`src/rtl/sync_pkg.sv`:
```
// Shared types and constants for the frame timebase and its channel consumers.
package sync_pkg;

  // Timebase operating state, exported for debug.
  typedef enum logic [1:0] {
    FREE     = 2'd0,
    ACQUIRE  = 2'd1,
    LOCKED   = 2'd2,
    HOLDOVER = 2'd3
  } sync_state_t;

  // Clocks from a syncin pin edge to the cycle in which the reload lands:
  // two synchroniser flops plus the edge-detect register.
  localparam int unsigned SYNC_LAT = 3;

endpackage

```
`src/rtl/sync_edge_detect.sv`:
```
// Two-flop synchroniser for an asynchronous pin followed by a rising-edge pulse.
module sync_edge_detect (
  input  logic clk,
  input  logic reset,
  input  logic async_i,
  output logic rise_o
);

  logic meta_q;
  logic sync_q;
  logic prev_q;

  // Synchronise the pin, then keep a delayed copy to find the rising edge.
  always_ff @(posedge clk) begin
    if (reset) begin
      meta_q <= 1'b0;
      sync_q <= 1'b0;
      prev_q <= 1'b0;
    end else begin
      meta_q <= async_i;
      sync_q <= meta_q;
      prev_q <= sync_q;
    end
  end

  assign rise_o = sync_q & ~prev_q;

endmodule

```
`src/rtl/sync_timebase.sv`:
```
// Frame timebase: free-running in master mode, phase-locked to syncin in slave mode,
// with lock qualification, loss detection and holdover that never disturbs the counter.
module sync_timebase
  import sync_pkg::*;
#(
  parameter int unsigned CLK_FREQ    = 20480000,
  parameter int unsigned OUT_FREQ    = 40000,
  parameter int unsigned PERIOD      = CLK_FREQ / OUT_FREQ,
  parameter int unsigned HIGH_CYCLES = PERIOD / 2,
  parameter int unsigned TOL         = 4,
  parameter int unsigned LOCK_COUNT  = 4,
  parameter int unsigned PW          = $clog2(PERIOD)
) (
  input  logic           clk,
  input  logic           reset,
  input  logic           mode_slave,
  input  logic           syncin,
  input  logic [PW-1:0]  phase_offset,
  output logic           syncout,
  output logic [PW-1:0]  phase,
  output logic           period_start,
  output logic           locked,
  output sync_state_t    state
);

  localparam int unsigned IvMax = PERIOD + TOL + 1;
  localparam int unsigned IW    = $clog2(IvMax + 2);
  localparam int unsigned CW    = $clog2(LOCK_COUNT + 1);

  localparam logic [PW-1:0] PhaseLast = PW'(PERIOD - 1);
  localparam logic [PW-1:0] HighCyc   = PW'(HIGH_CYCLES);
  localparam logic [PW:0]   PeriodW   = (PW + 1)'(PERIOD);
  localparam logic [PW:0]   SyncLatW  = (PW + 1)'(SYNC_LAT);
  localparam logic [IW-1:0] IvSat     = IW'(IvMax);
  localparam logic [IW-1:0] IvLo      = IW'(PERIOD - TOL);
  localparam logic [IW-1:0] IvHi      = IW'(PERIOD + TOL);
  localparam logic [CW-1:0] LockCnt   = CW'(LOCK_COUNT);

  logic          rise;
  logic [IW-1:0] interval_q, interval_d;
  logic [IW-1:0] elapsed;
  logic          good;
  logic          timeout;
  logic          reload;
  logic [PW:0]   reload_sum;
  logic [PW-1:0] reload_val;
  logic [PW-1:0] phase_q, phase_d;
  logic          syncout_q;
  logic          period_start_q;
  logic          locked_q;
  logic [CW-1:0] count_q;
  sync_state_t   state_q;

  sync_edge_detect u_syncin (
    .clk     (clk),
    .reset   (reset),
    .async_i (syncin),
    .rise_o  (rise)
  );

  // Edge qualification, reload target and next counter values.
  always_comb begin
    // interval_q is cleared by the edge, so the clocks since that edge include this one.
    elapsed = interval_q + IW'(1);
    good    = (elapsed >= IvLo) && (elapsed <= IvHi);
    timeout = (elapsed >= IvSat);
    reload  = mode_slave && (state_q != FREE) && rise;

    if (rise) begin
      interval_d = '0;
    end else if (interval_q >= IvSat) begin
      interval_d = interval_q;
    end else begin
      interval_d = elapsed;
    end

    // Pre-advance by the detection latency so phase==offset at the pin edge.
    reload_sum = SyncLatW + {1'b0, phase_offset};
    if (reload_sum >= PeriodW) begin
      reload_val = PW'(reload_sum - PeriodW);
    end else begin
      reload_val = reload_sum[PW-1:0];
    end

    if (reload) begin
      phase_d = reload_val;
    end else if (phase_q == PhaseLast) begin
      phase_d = '0;
    end else begin
      phase_d = phase_q + PW'(1);
    end
  end

  // Period counter, edge interval timer and the registered frame outputs.
  always_ff @(posedge clk) begin
    if (reset) begin
      interval_q     <= '0;
      phase_q        <= '0;
      syncout_q      <= 1'b0;
      period_start_q <= 1'b0;
    end else begin
      interval_q     <= interval_d;
      phase_q        <= phase_d;
      syncout_q      <= (phase_q < HighCyc);
      period_start_q <= (phase_q == '0);
    end
  end

  // Lock state machine; count_q holds the number of edges in the current run.
  always_ff @(posedge clk) begin
    if (reset) begin
      state_q  <= mode_slave ? ACQUIRE : FREE;
      count_q  <= '0;
      locked_q <= 1'b0;
    end else if (!mode_slave) begin
      state_q  <= FREE;
      locked_q <= 1'b0;
    end else begin
      case (state_q)
        FREE: begin
          state_q  <= ACQUIRE;
          count_q  <= '0;
          locked_q <= 1'b0;
        end
        ACQUIRE: begin
          if (rise) begin
            // The first edge of a run only starts timing.
            if ((count_q == '0) || !good) begin
              count_q <= CW'(1);
            end else if (count_q >= LockCnt) begin
              state_q  <= LOCKED;
              locked_q <= 1'b1;
            end else begin
              count_q <= count_q + CW'(1);
            end
          end
        end
        LOCKED: begin
          // An edge takes priority over a coincident timeout.
          if (rise) begin
            if (!good) begin
              state_q  <= ACQUIRE;
              count_q  <= CW'(1);
              locked_q <= 1'b0;
            end
          end else if (timeout) begin
            state_q  <= HOLDOVER;
            locked_q <= 1'b0;
          end
        end
        HOLDOVER: begin
          if (rise) begin
            state_q <= ACQUIRE;
            count_q <= CW'(1);
          end
        end
        default: begin
          state_q  <= ACQUIRE;
          count_q  <= '0;
          locked_q <= 1'b0;
        end
      endcase
    end
  end

  assign syncout      = syncout_q;
  assign phase        = phase_q;
  assign period_start = period_start_q;
  assign locked       = locked_q;
  assign state        = state_q;

endmodule

```
`config.mk`:
```
export PLATFORM = sky130hd
export DESIGN_NAME = sync_timebase
export DESIGN_NICKNAME = d
export VERILOG_FILES = /design/src/rtl/sync_pkg.sv /design/src/rtl/sync_edge_detect.sv /design/src/rtl/sync_timebase.sv
export SDC_FILE = /design/constraint.sdc
export NUM_CORES = 1
export LEC_CHECK = 0
export ABC_CLOCK_PERIOD_IN_PS = 3400
export CORE_MARGIN = 1
export CORE_UTILIZATION = 45
export CTS_BUF_LIST = sky130_fd_sc_hd__clkbuf_16
export CTS_CLUSTER_SIZE = 8
export DETAILED_ROUTE_END_ITERATION = 8
export PLACE_DENSITY = 0.73
export SYNTH_ARGS = -nofsm -noshare
export SYNTH_HDL_FRONTEND = slang
export SYNTH_SLANG_ARGS = --single-unit
```
`constraint.sdc`:
```
create_clock -name clk -period 3.4 [get_ports clk]
set_input_delay 0.68 -clock clk [delete_from_list [all_inputs] [get_ports clk]]
set_output_delay 0.68 -clock clk [all_outputs]
set_load 0.005 [all_outputs]
```
==> metrics <==
slew at the pin closest to its max-slew limit=465 ps; Die Ht=69.8 um; #FFs+latches synth=30; remaining antenna violation count=0; hpwl dp=3090 um; antenna diode count=0; Initial Util=47.2%; I/O Buffers=26; Synth Flop Type=dfxtp_1; share of layout cells above drive strength 1=9.33%; CTS tree=done; status=complete, no violations; RSZ-0062 raised after global routing=false; max_slew headroom=68.8%; EDFF count, synth=2; register area share after synthesis=30.0%; max-slew violations=0; Final Power=0.967 mW; vias in the first global route=1634; Die W=69.8 um; root buffer cell=clkbuf_16; Max Freq=0.361 GHz; Final setup viols=0; fraction of the mapped netlist area in simple logic gates=25.4%; global-route wire length before repair=7240 um; All-Layer GR Usage=18.3%; Max VDD drop=0.344 mV; post-route setup slack=632 ps; DRC=0; postcts setup bufs=0; hold-fix buffers at CTS=0; crit path max fanout=10; Pwr Density=388 nW/um^2; CP startpoint kind=flip-flop; combinational group share of total power=16.2%; Worst setup EP type=flip-flop; Routed wire per std cell=13.3 um; Synth Area in XOR/XNOR=10.9%; sw frac=25.7%; total gr overflow=0; DRT Wirelength=4240 um; Post-Synthesis Cells=242; Cell variety after synth=53; drt via density=5.48; worst-skew pair later-pin latency=270 ps; CTS sink cnt=30; Core ar.=4380 um^2; Post-Place Setup Slack=723 ps; Fin. Hold Viols=0; H-tree depth=2; Initial DRT Pass Iterations=4; CP required=3410 ps; CP arrival=2780 ps; number of antenna violations at the first check in global routing=0; setup TNS=0 ps; DRT iter0 DRCs=118; clock network fraction of total power=43.1%; clock-pin slew on the worst setup and hold paths=50 ps; total number of vias=1753; Synthesized Nets=272; min Tclk post-route=2770 ps; Compound-Gate Fraction of Synth Area=14.4%; Pint=0.718 mW; WS Path Type=reg -> reg; Synth Area in Adders=10.3%; Yosys Warn Count=0; Final Skew=2.04 ps; total CTS buffers=5; leakage=0.988 nW; Area growth, synth to finish=20.4%; Boundary Pins=27; syn avg cell area=8.56 um^2; fin nets=297; largest family of logic cells by synthesized area=simple AND/OR/NAND/NOR gates; synthesized cell area=2070 um^2; post-route clock period utilization=81.4%; final hold slack=446 ps; fin util=56.9%; cell row count=24; FFs w/ async S/R, synth=0%; post-CTS sizing=0; sequential share of power=40.6%; Hold Crit Class=reg -> reg; die area=4880 um^2; largest net degree at the start of global routing=19; net switching power=0.249 mW; post-synthesis mux area share=2.90%; GPL Wtd Cong=0.810; max cap viols=0; Longest Clk Path Bufs=2
synthesized netlist by cell type (2+ instances only):
library cell	count	area share [%]
clkbuf_1	5	0.91
buf_6	2	1.1
nor2b_1	5	1.5
nand3_1	10	2.4
a22oi_1	5	1.8
xor2_1	8	3.4
nor3_1	9	2.2
ha_1	17	10
mux2i_1	3	1.5
o21ai_0	6	1.5
a21boi_0	2	0.72
nor2_1	28	5.1
and3_4	2	1.1
edfxtp_1	2	2.9
nor3b_1	4	1.5
xnor2_1	16	6.8
and3_1	6	1.8
a21oi_1	13	3.1
nand4_1	4	1.2
mux2_4	2	1.5
dfxtp_1	28	27
inv_1	18	3.3
or3_1	3	0.91
o2111ai_1	2	0.85
nand2_1	10	1.8
nand2_2	2	0.60
nand2b_1	3	0.91
or2b_2	2	0.85
through the flow:
stage / area (um^2) / instances
floorplan: 2070 / 242
global placement: 2350 / 312
detailed placement: 2350 / 312
CTS: 2490 / 320
global route: 2490 / 320
finish: 2490 / 320
logic make-up after synthesis:
family | Yosys count
mux | 5
flops | 30
xor+xnor | 25
fa+ha+maj | 17
simple gates | 95
compound gates | 42
buf+inv | 28
sequential cells by signal, summed over array words and instances, names as in the netlist:
register         count
interval_q          10
phase                9
count_q              3
state                2
locked               1
period_start         1
syncout              1
u_syncin.meta_q      1
u_syncin.prev_q      1
u_syncin.sync_q      1
per-layer routing:
layer	share of wire (%)	up-vias	GRT usage (%)
li1	-	886	-
met5	0	-	0
met4	1.5	0	7.33
met3	4.1	5	4.22
met2	47	40	28.6
met1	47	822	24.3
power groups by stage:
stage	clock network [mW]	logic [mW]	registers, mW
after floorplan	0	0.0990	0.395
after global placement	0	0.154	0.399
after detailed placement	0	0.155	0.400
after CTS	0.427	0.157	0.393
after global routing	0.441	0.178	0.396
final	0.417	0.157	0.393
final cells by class:
cell class / instances / area, um^2
clock buffer: 5 / 125
fill: 421 / 1890
multi-input combinational: 184 / 1330
sequential: 30 / 621
timing repair buffer: 28 / 275
tap: 52 / 65.1
clock inverter: 3 / 15.0
inverter: 18 / 67.6
worst max-delay path, stage by stage (launching register included):
cell	delay (ps)
dfxtp_1	400
ha_1	360
or3_1	340
a21oi_1	160
a21oi_1	80
nor3_2	270
mux2_4	330
a2111oi_0	420
a31oi_1	130
worst paths after layout:
check | startpoint | endpoint | slack [ps] | depth (start not counted)
hold reg to reg | u_syncin.meta_q | u_syncin.sync_q | 450 | 1
hold / removal | u_syncin.meta_q | u_syncin.sync_q | 450 | 1
setup reg to reg | interval_q[0] | state[0] | 630 | 8
setup / recovery | interval_q[0] | state[0] | 630 | 8
cells in the final DEF (no fill, tap or decap), types with 6 or more instances in the layout:
| cell | n |
|---|---|
| nand2_1 | 10 |
| nor2_1 | 28 |
| inv_1 | 18 |
| o21ai_0 | 6 |
| and3_1 | 6 |
| clkdlybuf4s50_1 | 26 |
| nand3_1 | 10 |
| a21oi_1 | 13 |
| xor2_1 | 8 |
| xnor2_1 | 16 |
| nor3_1 | 9 |
| ha_1 | 17 |
| dfxtp_1 | 28 |
Power figures use the tool's default switching activity.
